**src/rtl/ext_arbiter_if.sv**
```systemverilog
// ext_arbiter_if: requester, extension-unit and status signals of ext_arbiter.
// slave  - the arbiter's view.
// master - the environment's view (both requesters plus the extension unit).
interface ext_arbiter_if #(
    parameter int WIDTH = 32
);
    logic             req0_start;
    logic             req1_start;
    logic [WIDTH-1:0] req0_a;
    logic [WIDTH-1:0] req0_b;
    logic [WIDTH-1:0] req1_a;
    logic [WIDTH-1:0] req1_b;
    logic [2:0]       req0_func3;
    logic [2:0]       req1_func3;
    logic [WIDTH-1:0] req0_r;
    logic [WIDTH-1:0] req1_r;
    logic             req0_done;
    logic             req1_done;
    logic             req0_err;
    logic             req1_err;
    logic             ext_start;
    logic [WIDTH-1:0] ext_a;
    logic [WIDTH-1:0] ext_b;
    logic [2:0]       ext_func3;
    logic [WIDTH-1:0] ext_r;
    logic             ext_done;
    logic             busy;
    logic             owner;

    modport slave (
        input  req0_start, req1_start, req0_a, req0_b, req1_a, req1_b,
               req0_func3, req1_func3, ext_r, ext_done,
        output req0_r, req1_r, req0_done, req1_done, req0_err, req1_err,
               ext_start, ext_a, ext_b, ext_func3, busy, owner
    );

    modport master (
        output req0_start, req1_start, req0_a, req0_b, req1_a, req1_b,
               req0_func3, req1_func3, ext_r, ext_done,
        input  req0_r, req1_r, req0_done, req1_done, req0_err, req1_err,
               ext_start, ext_a, ext_b, ext_func3, busy, owner
    );
endinterface

```
**src/rtl/ext_arbiter.sv**
```systemverilog
// ext_arbiter: round-robin arbiter sharing one extension unit between two
// requesters. Operands are latched at grant and held on ext_a/b/func3 until
// the next grant; each requester's result is held until it is overwritten.
// Build option: define EXT_TIMEOUT_EN to abort a WAIT lasting TIMEOUT cycles
// (owner gets r=0 with done and err); without it WAIT is unbounded.
//
// state | meaning
// IDLE  | no transaction; grant an eligible requester
// ISSUE | ext_start pulse to the unit
// WAIT  | waiting for ext_done (or timeout)
// RESP  | done (and err) pulse to the owner
module ext_arbiter #(
    parameter int WIDTH   = 32,
    parameter int TIMEOUT = 64
) (
    input logic          clk,
    input logic          rst,
    ext_arbiter_if.slave bus
);
    typedef enum logic [1:0] {S_IDLE, S_ISSUE, S_WAIT, S_RESP} state_t;

    state_t           state_q, state_d;
    logic             owner_q;
    logic             last_q;
    logic             hold_q;
    logic [WIDTH-1:0] a_q, b_q;
    logic [2:0]       func3_q;
    logic [WIDTH-1:0] r0_q, r1_q;

    logic             elig0, elig1, grant, grant_idx;
    logic             timeout, capture, err_flag;
    logic [WIDTH-1:0] r_next;

    // The requester served last is not eligible in the IDLE cycle right after
    // its RESP; owner_q still names it then, since it only changes on grant.
    assign elig0     = bus.req0_start && !(hold_q && !owner_q);
    assign elig1     = bus.req1_start && !(hold_q && owner_q);
    assign grant     = (state_q == S_IDLE) && (elig0 || elig1);
    assign grant_idx = (elig0 && elig1) ? ~last_q : elig1;

    assign capture   = (state_q == S_WAIT) && (bus.ext_done || timeout);
    assign r_next    = bus.ext_done ? bus.ext_r : '0;

`ifdef EXT_TIMEOUT_EN
    localparam int CNT_W = (TIMEOUT > 1) ? $clog2(TIMEOUT) : 1;

    logic [CNT_W-1:0] wait_cnt_q;
    logic             err_q;

    // Timeout fires on the TIMEOUT-th WAIT cycle; a real ext_done that cycle wins
    assign timeout  = (state_q == S_WAIT) && !bus.ext_done &&
                      (wait_cnt_q == CNT_W'(TIMEOUT - 1));
    assign err_flag = err_q;

    // Count WAIT cycles from 0; remember whether WAIT ended by timeout
    always_ff @(posedge clk) begin
        if (!rst) begin
            wait_cnt_q <= '0;
            err_q      <= 1'b0;
        end else if (state_q == S_WAIT) begin
            wait_cnt_q <= wait_cnt_q + 1'b1;
            err_q      <= timeout;
        end else begin
            wait_cnt_q <= '0;
        end
    end
`else
    // No timeout hardware: the compare is constant false, WAIT is unbounded
    assign timeout  = (TIMEOUT < 0);
    assign err_flag = 1'b0;
`endif

    // State register
    always_ff @(posedge clk) begin
        if (!rst) state_q <= S_IDLE;
        else      state_q <= state_d;
    end

    // Next-state logic
    always_comb begin
        state_d = state_q;
        case (state_q)
            S_IDLE:  if (grant) state_d = S_ISSUE;
            S_ISSUE: state_d = S_WAIT;
            S_WAIT:  if (capture) state_d = S_RESP;
            S_RESP:  state_d = S_IDLE;
            default: state_d = S_IDLE;
        endcase
    end

    // FSM-decoded outputs
    always_comb begin
        bus.ext_start = (state_q == S_ISSUE);
        bus.busy      = (state_q != S_IDLE);
        bus.req0_done = (state_q == S_RESP) && !owner_q;
        bus.req1_done = (state_q == S_RESP) && owner_q;
        bus.req0_err  = (state_q == S_RESP) && !owner_q && err_flag;
        bus.req1_err  = (state_q == S_RESP) && owner_q && err_flag;
    end

    // Grant bookkeeping: owner, round-robin pointer, post-RESP window, operand latches
    always_ff @(posedge clk) begin
        if (!rst) begin
            owner_q <= 1'b0;
            last_q  <= 1'b1;
            hold_q  <= 1'b0;
            a_q     <= '0;
            b_q     <= '0;
            func3_q <= '0;
        end else begin
            hold_q <= (state_q == S_RESP);
            if (grant) begin
                owner_q <= grant_idx;
                last_q  <= grant_idx;
                a_q     <= grant_idx ? bus.req1_a     : bus.req0_a;
                b_q     <= grant_idx ? bus.req1_b     : bus.req0_b;
                func3_q <= grant_idx ? bus.req1_func3 : bus.req0_func3;
            end
        end
    end

    // Result registers: only the owner's is written, when WAIT ends
    always_ff @(posedge clk) begin
        if (!rst) begin
            r0_q <= '0;
            r1_q <= '0;
        end else if (capture) begin
            if (owner_q) r1_q <= r_next;
            else         r0_q <= r_next;
        end
    end

    assign bus.ext_a     = a_q;
    assign bus.ext_b     = b_q;
    assign bus.ext_func3 = func3_q;
    assign bus.req0_r    = r0_q;
    assign bus.req1_r    = r1_q;
    assign bus.owner     = owner_q;
endmodule

```
**src/flat_wrapper.sv**
```systemverilog
// flat-port wrapper written by rule: the top's interface ports become plain ports
module ext_arbiter_flat 
#(
    parameter int WIDTH   = 32,
    parameter int TIMEOUT = 64
)
  (clk, rst, bus_req0_start, bus_req1_start, bus_req0_a, bus_req0_b, bus_req1_a, bus_req1_b, bus_req0_func3, bus_req1_func3, bus_ext_r, bus_ext_done, bus_req0_r, bus_req1_r, bus_req0_done, bus_req1_done, bus_req0_err, bus_req1_err, bus_ext_start, bus_ext_a, bus_ext_b, bus_ext_func3, bus_busy, bus_owner);
  ext_arbiter_if #(.WIDTH(WIDTH)) bus_i ();
  input logic clk;
  input logic rst;
  input wire logic [$bits(bus_i.req0_start)-1:0] bus_req0_start;
  input wire logic [$bits(bus_i.req1_start)-1:0] bus_req1_start;
  input wire logic [$bits(bus_i.req0_a)-1:0] bus_req0_a;
  input wire logic [$bits(bus_i.req0_b)-1:0] bus_req0_b;
  input wire logic [$bits(bus_i.req1_a)-1:0] bus_req1_a;
  input wire logic [$bits(bus_i.req1_b)-1:0] bus_req1_b;
  input wire logic [$bits(bus_i.req0_func3)-1:0] bus_req0_func3;
  input wire logic [$bits(bus_i.req1_func3)-1:0] bus_req1_func3;
  input wire logic [$bits(bus_i.ext_r)-1:0] bus_ext_r;
  input wire logic [$bits(bus_i.ext_done)-1:0] bus_ext_done;
  output wire logic [$bits(bus_i.req0_r)-1:0] bus_req0_r;
  output wire logic [$bits(bus_i.req1_r)-1:0] bus_req1_r;
  output wire logic [$bits(bus_i.req0_done)-1:0] bus_req0_done;
  output wire logic [$bits(bus_i.req1_done)-1:0] bus_req1_done;
  output wire logic [$bits(bus_i.req0_err)-1:0] bus_req0_err;
  output wire logic [$bits(bus_i.req1_err)-1:0] bus_req1_err;
  output wire logic [$bits(bus_i.ext_start)-1:0] bus_ext_start;
  output wire logic [$bits(bus_i.ext_a)-1:0] bus_ext_a;
  output wire logic [$bits(bus_i.ext_b)-1:0] bus_ext_b;
  output wire logic [$bits(bus_i.ext_func3)-1:0] bus_ext_func3;
  output wire logic [$bits(bus_i.busy)-1:0] bus_busy;
  output wire logic [$bits(bus_i.owner)-1:0] bus_owner;
  assign bus_i.req0_start = bus_req0_start;
  assign bus_i.req1_start = bus_req1_start;
  assign bus_i.req0_a = bus_req0_a;
  assign bus_i.req0_b = bus_req0_b;
  assign bus_i.req1_a = bus_req1_a;
  assign bus_i.req1_b = bus_req1_b;
  assign bus_i.req0_func3 = bus_req0_func3;
  assign bus_i.req1_func3 = bus_req1_func3;
  assign bus_i.ext_r = bus_ext_r;
  assign bus_i.ext_done = bus_ext_done;
  assign bus_req0_r = bus_i.req0_r;
  assign bus_req1_r = bus_i.req1_r;
  assign bus_req0_done = bus_i.req0_done;
  assign bus_req1_done = bus_i.req1_done;
  assign bus_req0_err = bus_i.req0_err;
  assign bus_req1_err = bus_i.req1_err;
  assign bus_ext_start = bus_i.ext_start;
  assign bus_ext_a = bus_i.ext_a;
  assign bus_ext_b = bus_i.ext_b;
  assign bus_ext_func3 = bus_i.ext_func3;
  assign bus_busy = bus_i.busy;
  assign bus_owner = bus_i.owner;
  ext_arbiter #(.WIDTH(WIDTH), .TIMEOUT(TIMEOUT)) u_core (.clk(clk), .rst(rst), .bus(bus_i));
endmodule
```
**config.mk**
```make
export PLATFORM = sky130hd
export DESIGN_NAME = ext_arbiter_flat
export DESIGN_NICKNAME = d
export VERILOG_FILES = /design/src/rtl/ext_arbiter_if.sv /design/src/rtl/ext_arbiter.sv /design/src/flat_wrapper.sv
export SDC_FILE = /design/constraint.sdc
export NUM_CORES = 1
export LEC_CHECK = 0
export BUFFER_PORTS_ARGS = -buffer_cell sky130_fd_sc_hd__buf_4
export CORE_UTILIZATION = 35
export DETAILED_ROUTE_END_ITERATION = 7
export PLACE_DENSITY_LB_ADDON = 0.12
export REMOVE_ABC_BUFFERS = 1
export SLEW_MARGIN = 20
export SYNTH_ARGS = -nofsm -noshare
export SYNTH_HDL_FRONTEND = slang
export SYNTH_SLANG_ARGS = --single-unit
export TNS_END_PERCENT = 10
```
**constraint.sdc**
```tcl
create_clock -name clk -period 2.3 [get_ports clk]
set_clock_uncertainty 0.2 [all_clocks]
set_input_delay 0.23 -clock clk [delete_from_list [all_inputs] [get_ports clk]]
set_output_delay 0.23 -clock clk [all_outputs]
set_load 0.05 [all_outputs]
```
==> flow_summary.ini, run 1 <==
[critical_path]
timing.rr.end = u_core.bus.ext_b[7]
timing.rr.start = u_core.bus.owner
r2r.worst_path.cells = 5
crit_fanout = 16
cp.required_ns = 2.45
end_kind = flip-flop
cpMostUsedCell = a21oi_1
critical_path.slowest_cell = dfxtp_1
cp.arrival_ns = 2.17
cp_cell_sequence = a21boi_2, o211ai_4, buf_4, a21oi_1, a21oi_1
crit_family = compound AO/OA/AOI/OAI gates
critPathBufInv = 1
startpoint_type = flip-flop
slowest_delay_ns = 0.53
reg2reg_slack_ns = 0.28
path_class = flip-flop to flip-flop

[drt]
num_vias = 6555
first_pass_iters = 5
drt_wl_total_um = 20900
drt_iter0_drc = 355
ant_nets = 0
wl_per_cell_um = 15.3
drc = 0
routed_via_density = 4.80

[run]
maxCapViolCount = 0

[cells_and_area]
area_growth_syn_to_layout_pct = 85.5
drive_above_1_share_pct = 31.2
layout_commonest_cell = buf_4
antenna_cells = 0
final_cell_count_no_fill = 1367
fin_nets = 1319
stdcell_area_mm2 = 0.0102
fin_util_pct = 66.9
most-common-layout-cells = buf_4 (316), nand2_1 (200), dlygate4sd3_1 (166), dfxtp_1 (136), a21oi_1 (132)

[placement]
detailed_place.area_mm2 = 0.00800
portBuffers = 306
dp_hpwl_um = 12600
place_inst = 1169
gp_congestion = 0.780

[cts]
htree_levels = 4
clkSlewWorstSetupHoldPaths_ns = 0.06
clk_latency_ns = 0.42
numCtsBuffers = 17
root_buffer = clkbuf_16
clock-sinks = 136
cts_tree = done
clockBufferDepth = 2

[hold_path]
min-delay-start = rst
min_path_type = input pin to flip-flop
min_path_cells = 2
worstHoldEndpoint = u_core.last_q

[synth]
synth.distinct_cells = 32
synth.avg_cell_area_um2 = 7.91
synth_compound_area_share_pct = 28.2
synthCells = 696
ys_ff_latch = 136
synthXorXnorAreaFrac_pct = 0
syn_area_mm2 = 0.00550
synthMuxAreaShare_pct = 0.182
synth-simple-area-share_pct = 15.5
synth_top_family_by_area = compound AO/OA/AOI/OAI gates
yosysWarningCount = 0
synth_fa_ha_area_share_pct = 1.14
seq_area_frac_synth_pct = 49.5

[sta]
setup_viol = 0
period_minus_slack_ns = 2.02
rsz0062_at_grt = no
final_hold_viol_count = 0
report.final.slew_viol_count = 0
slew-limit-headroom_pct = 62.1
worst_pin_slew_ns = 0.566
max_freq_ghz = 0.494
fin_crit_sh_pct = 88.0
whs_ns = 0.0678

[global_routing]
track_usage_pct = 25.7
grt_pass1_vias = 6622
antenna_found_initial = 0
grt_first_pass_wirelength_um = 32800
grt_max_degree = 68
grt_util_met1_pct = 28.7
grtUsageMet2_pct = 44.0
grt_use_met3_pct = 8.29
overflow = 0
grt-busiest-layer = met2

[floorplan]
fp.coreArea_mm2 = 0.0153
fp.dieH_um = 127
io_pins = 309
initial_core_util_pct = 36.1
die_x_um = 127
die_area_mm2 = 0.0162
rows = 45

[power_and_ir_drop]
p_leak_nw = 4.53
ir_drop_mv = 0.808
totalPowerFinal_w = 0.0106
p_per_area_mw_per_mm2 = 1040

[run_status]
outcome = finished clean
[sequential cells by signal, summed over array words and instances (netlist names)]
signal and flops:
u_core.bus.ext_a 32, u_core.bus.ext_b 32, u_core.bus.req0_r 32, u_core.bus.req1_r 32
u_core.bus.ext_func3 3, u_core.state_q 2, u_core.bus.owner 1, u_core.hold_q 1
u_core.last_q 1
[metrics by stage]
step	TNS, ns	worst slack, ns
floorplan	-36.24	-0.571
global placement	0	0.336
detailed placement	0	0.281
CTS	0	0.265
global route	0	0.109
finish	0	0.276
[cell families (layout without fill, tap and decap cells)]
kind of cell / Yosys count / in the layout
compound gates: 271 / 271
simple gates: 217 / 217
flops: 136 / 136
buf+inv: 65 / 524
fa+ha+maj: 5 / 5
other cells: 1 / 2
mux: 1 / 1
[final cells by class]
class                      instances  area, um^2
sequential                       136        2720
tap                              211         264
timing repair buffer             488        4150
multi-input combinational        496        2500
inverter                           4        15.0
fill                            1240        5050
clock buffer                      19         443
clock inverter                    13         106
[cells in the mapped netlist, drive strengths merged]
| cell | number | area share [%] |
|---|---|---|
| a2111oi | 1 | 0.16 |
| a21bo | 1 | 0.18 |
| a21boi | 66 | 9.1 |
| a21oi | 132 | 12 |
| a221oi | 1 | 0.16 |
| a31oi | 1 | 0.11 |
| and2 | 3 | 0.34 |
| and3 | 1 | 0.11 |
| buf | 25 | 2.7 |
| clkbuf | 36 | 2.5 |
| conb | 1 | 0.068 |
| dfxtp | 136 | 49 |
| ha | 5 | 1.1 |
| inv | 4 | 0.27 |
| mux2i | 1 | 0.18 |
| nand2 | 201 | 14 |
| nand3 | 2 | 0.18 |
| nand3b | 1 | 0.14 |
| nor2 | 2 | 0.14 |
| nor2b | 3 | 0.34 |
| nor3b | 1 | 0.14 |
| nor4bb | 1 | 0.18 |
| o211a | 1 | 0.18 |
| o211ai | 1 | 0.23 |
| o21ai | 67 | 6.1 |
| or2 | 1 | 0.11 |
| or3b | 1 | 0.16 |
[per-layer routing]
layer  share of wire (%)  vias up
met5               0.029        -
met4                 3.1        2
met3                 7.9       55
met2                  49      287
met1                  40     2989
li1                    -     3222
[where the power goes]
part	leakage, nW	switching (W)	internal (W)	total (W)
combinational	3.16	0.00330	0.00163	0.00493
clock	0.260	0.00107	0.00150	0.00257
sequential	1.11	0.000285	0.00286	0.00315
total	4.53	0.00465	0.00599	0.0106
[worst max path at each step]
stage                      from              endpoint  slack [ns]  cells after the start
2_1_floorplan  u_core.bus.owner      u_core.bus.owner       -0.57                      4
3_3_place_gp   u_core.bus.owner  u_core.bus.ext_a[26]        0.34                      5
3_5_place_dp   u_core.bus.owner  u_core.bus.ext_b[14]        0.28                      5
4_1_cts        u_core.bus.owner  u_core.bus.ext_b[14]        0.27                      5
5_1_grt        u_core.bus.owner   u_core.bus.ext_b[7]        0.11                      5
6_report       u_core.bus.owner   u_core.bus.ext_b[7]        0.28                      5
[timing repair]
action | CTS | global route
gates resized for setup | 0 | 0
endpoints found under the hold margin | 131 | 0
setup buffers | 0 | 0
hold buffers | 166 | 0
Power figures use the tool's default switching activity.
==> run 2, diff against run 1 <==
Settings changed: CORE_UTILIZATION 35 to 25, PLACE_DENSITY set to 0.6, PLACE_DENSITY_LB_ADDON 0.12 to not set.
==> run 2 against run 1 <==
Effect of this change: sequential power barely moved; largest power group unchanged; clock power is 8.6% higher; routed wire length is 7.4% higher; first-iteration DRC count shrank 40%; core utilization fell by 18 points.
==> flow_summary.ini, run 2 (same netlist as run 1, synthesis figures left out) <==
[global_routing]
grt_pass1_vias = 6739
grt_max_degree = 51
overflow = 0
track_usage_pct = 19.4
grt_first_pass_wirelength_um = 33900
antenna_found_initial = 0

[sta]
setup_viol = 0
report.final.slew_viol_count = 0
fin_tns_setup_ns = 0
period_minus_slack_ns = 1.95
rsz0062_at_grt = no
final_hold_viol_count = 0
max_freq_ghz = 0.513
fin_crit_sh_pct = 84.7

[power_and_ir_drop]
p_per_area_mw_per_mm2 = 1050
p_leak_nw = 4.57
totalPowerFinal_w = 0.0109
ir_drop_mv = 0.671

[cells_and_area]
most-common-layout-cells = buf_4 (312), nand2_1 (200), dlygate4sd3_1 (167), dfxtp_1 (136), a21oi_1 (132)
layout_commonest_cell = buf_4
antenna_cells = 0
drive_above_1_share_pct = 31.1
fin_nets = 1319
area_growth_syn_to_layout_pct = 88.5

[hold_path]
min_path_type = input pin to flip-flop
min-delay-start = bus_ext_done

[cts]
cts_setup_buffers = 0
clk_latency_ns = 0.41
clkSlewWorstSetupHoldPaths_ns = 0.07
root_buffer = clkbuf_16
clock-sinks = 136
htree_levels = 4
cts_tree = done
numCtsBuffers = 17
clockBufferDepth = 2

[critical_path]
path_class = flip-flop to flip-flop
end_kind = flip-flop
startpoint_type = flip-flop
cp.arrival_ns = 2.05
worstSetupStartpoint = u_core.bus.owner
crit_fanout = 25
timing.rr.start = u_core.bus.owner
cp.required_ns = 2.40

[drt]
drt_wl_total_um = 22400
routed_via_density = 4.63
first_pass_iters = 4
wl_per_cell_um = 15.7
ant_nets = 0
num_vias = 6622
drt_iter0_drc = 212
drc = 0

[floorplan]
initial_core_util_pct = 25.9
fp.dieH_um = 150
io_pins = 309
fp.coreArea_mm2 = 0.0213
die_area_mm2 = 0.0226
rows = 53
die_x_um = 150

[placement]
dp_hpwl_um = 13500
portBuffers = 306
gp_congestion = 0.728

[run_status]
outcome = finished clean

[run]
maxCapViolCount = 0
-- run 2: worst paths after layout --
kind	cells past startpoint	endpoint	slack, ns
setup / recovery	5	u_core.bus.ext_a[12]	0.35
hold / removal	5	u_core.state_q[0]	0.09
setup reg to reg	5	u_core.bus.ext_a[12]	0.35
hold reg to reg	2	u_core.bus.req1_r[0]	0.26
-- run 2: worst max-delay path, stage by stage (launching register included) --
cell and delay [ns]:
dfxtp_1 0.42, or3b_1 0.48, o211a_2 0.19, buf_4 0.23, o21ai_0 0.24, a21oi_1 0.07
-- run 2: per-stage QoR --
step	util, %	setup WS, ns	std cells	cell area, um^2	hold slack, ns
floorplan	-	-0.571	636	5230	0.102
global placement	38.1	0.411	1232	8110	0.251
detailed placement	38.1	0.397	1232	8110	0.256
CTS	48.7	0.387	1431	10400	0.0720
global route	48.7	0.240	1431	10400	0.145
finish	48.7	0.352	1431	10400	0.0913
-- run 2: what timing repair did --
action / 4_1_cts / 5_1_grt
hold buffers: 167 / 0
endpoints found under the hold margin: 132 / 0
resized for setup: 0 / 0
-- run 2: final cells by class --
cell class	count	area, um^2
Clock buffer	20	457
Clock inverter	12	140
Fill cell	1968	10900
Inverter	4	15.0
Multi-Input combinational cell	496	2500
Sequential cell	136	2720
Tap cell	275	344
Timing Repair Buffer	488	4190
-- run 2: power breakdown --
group	internal [W]	leakage, nW	total [W]	switching (W)
Clock	0.00167	0.284	0.00279	0.00112
Combinational	0.00166	3.17	0.00498	0.00332
Sequential	0.00286	1.11	0.00315	0.000291
Total	0.00620	4.57	0.0109	0.00473
-- run 2: routing by layer --
layer | up-vias | global-route usage, % | share of wire [%] | wire length (um)
li1 | 3228 | - | - | -
met1 | 3073 | 21.2 | 41 | 9180
met2 | 291 | 34.5 | 49 | 11000
met3 | 30 | 6.61 | 8.1 | 1830
met4 | 0 | 6.77 | 1.8 | 410
met5 | - | 0 | 0 | 0
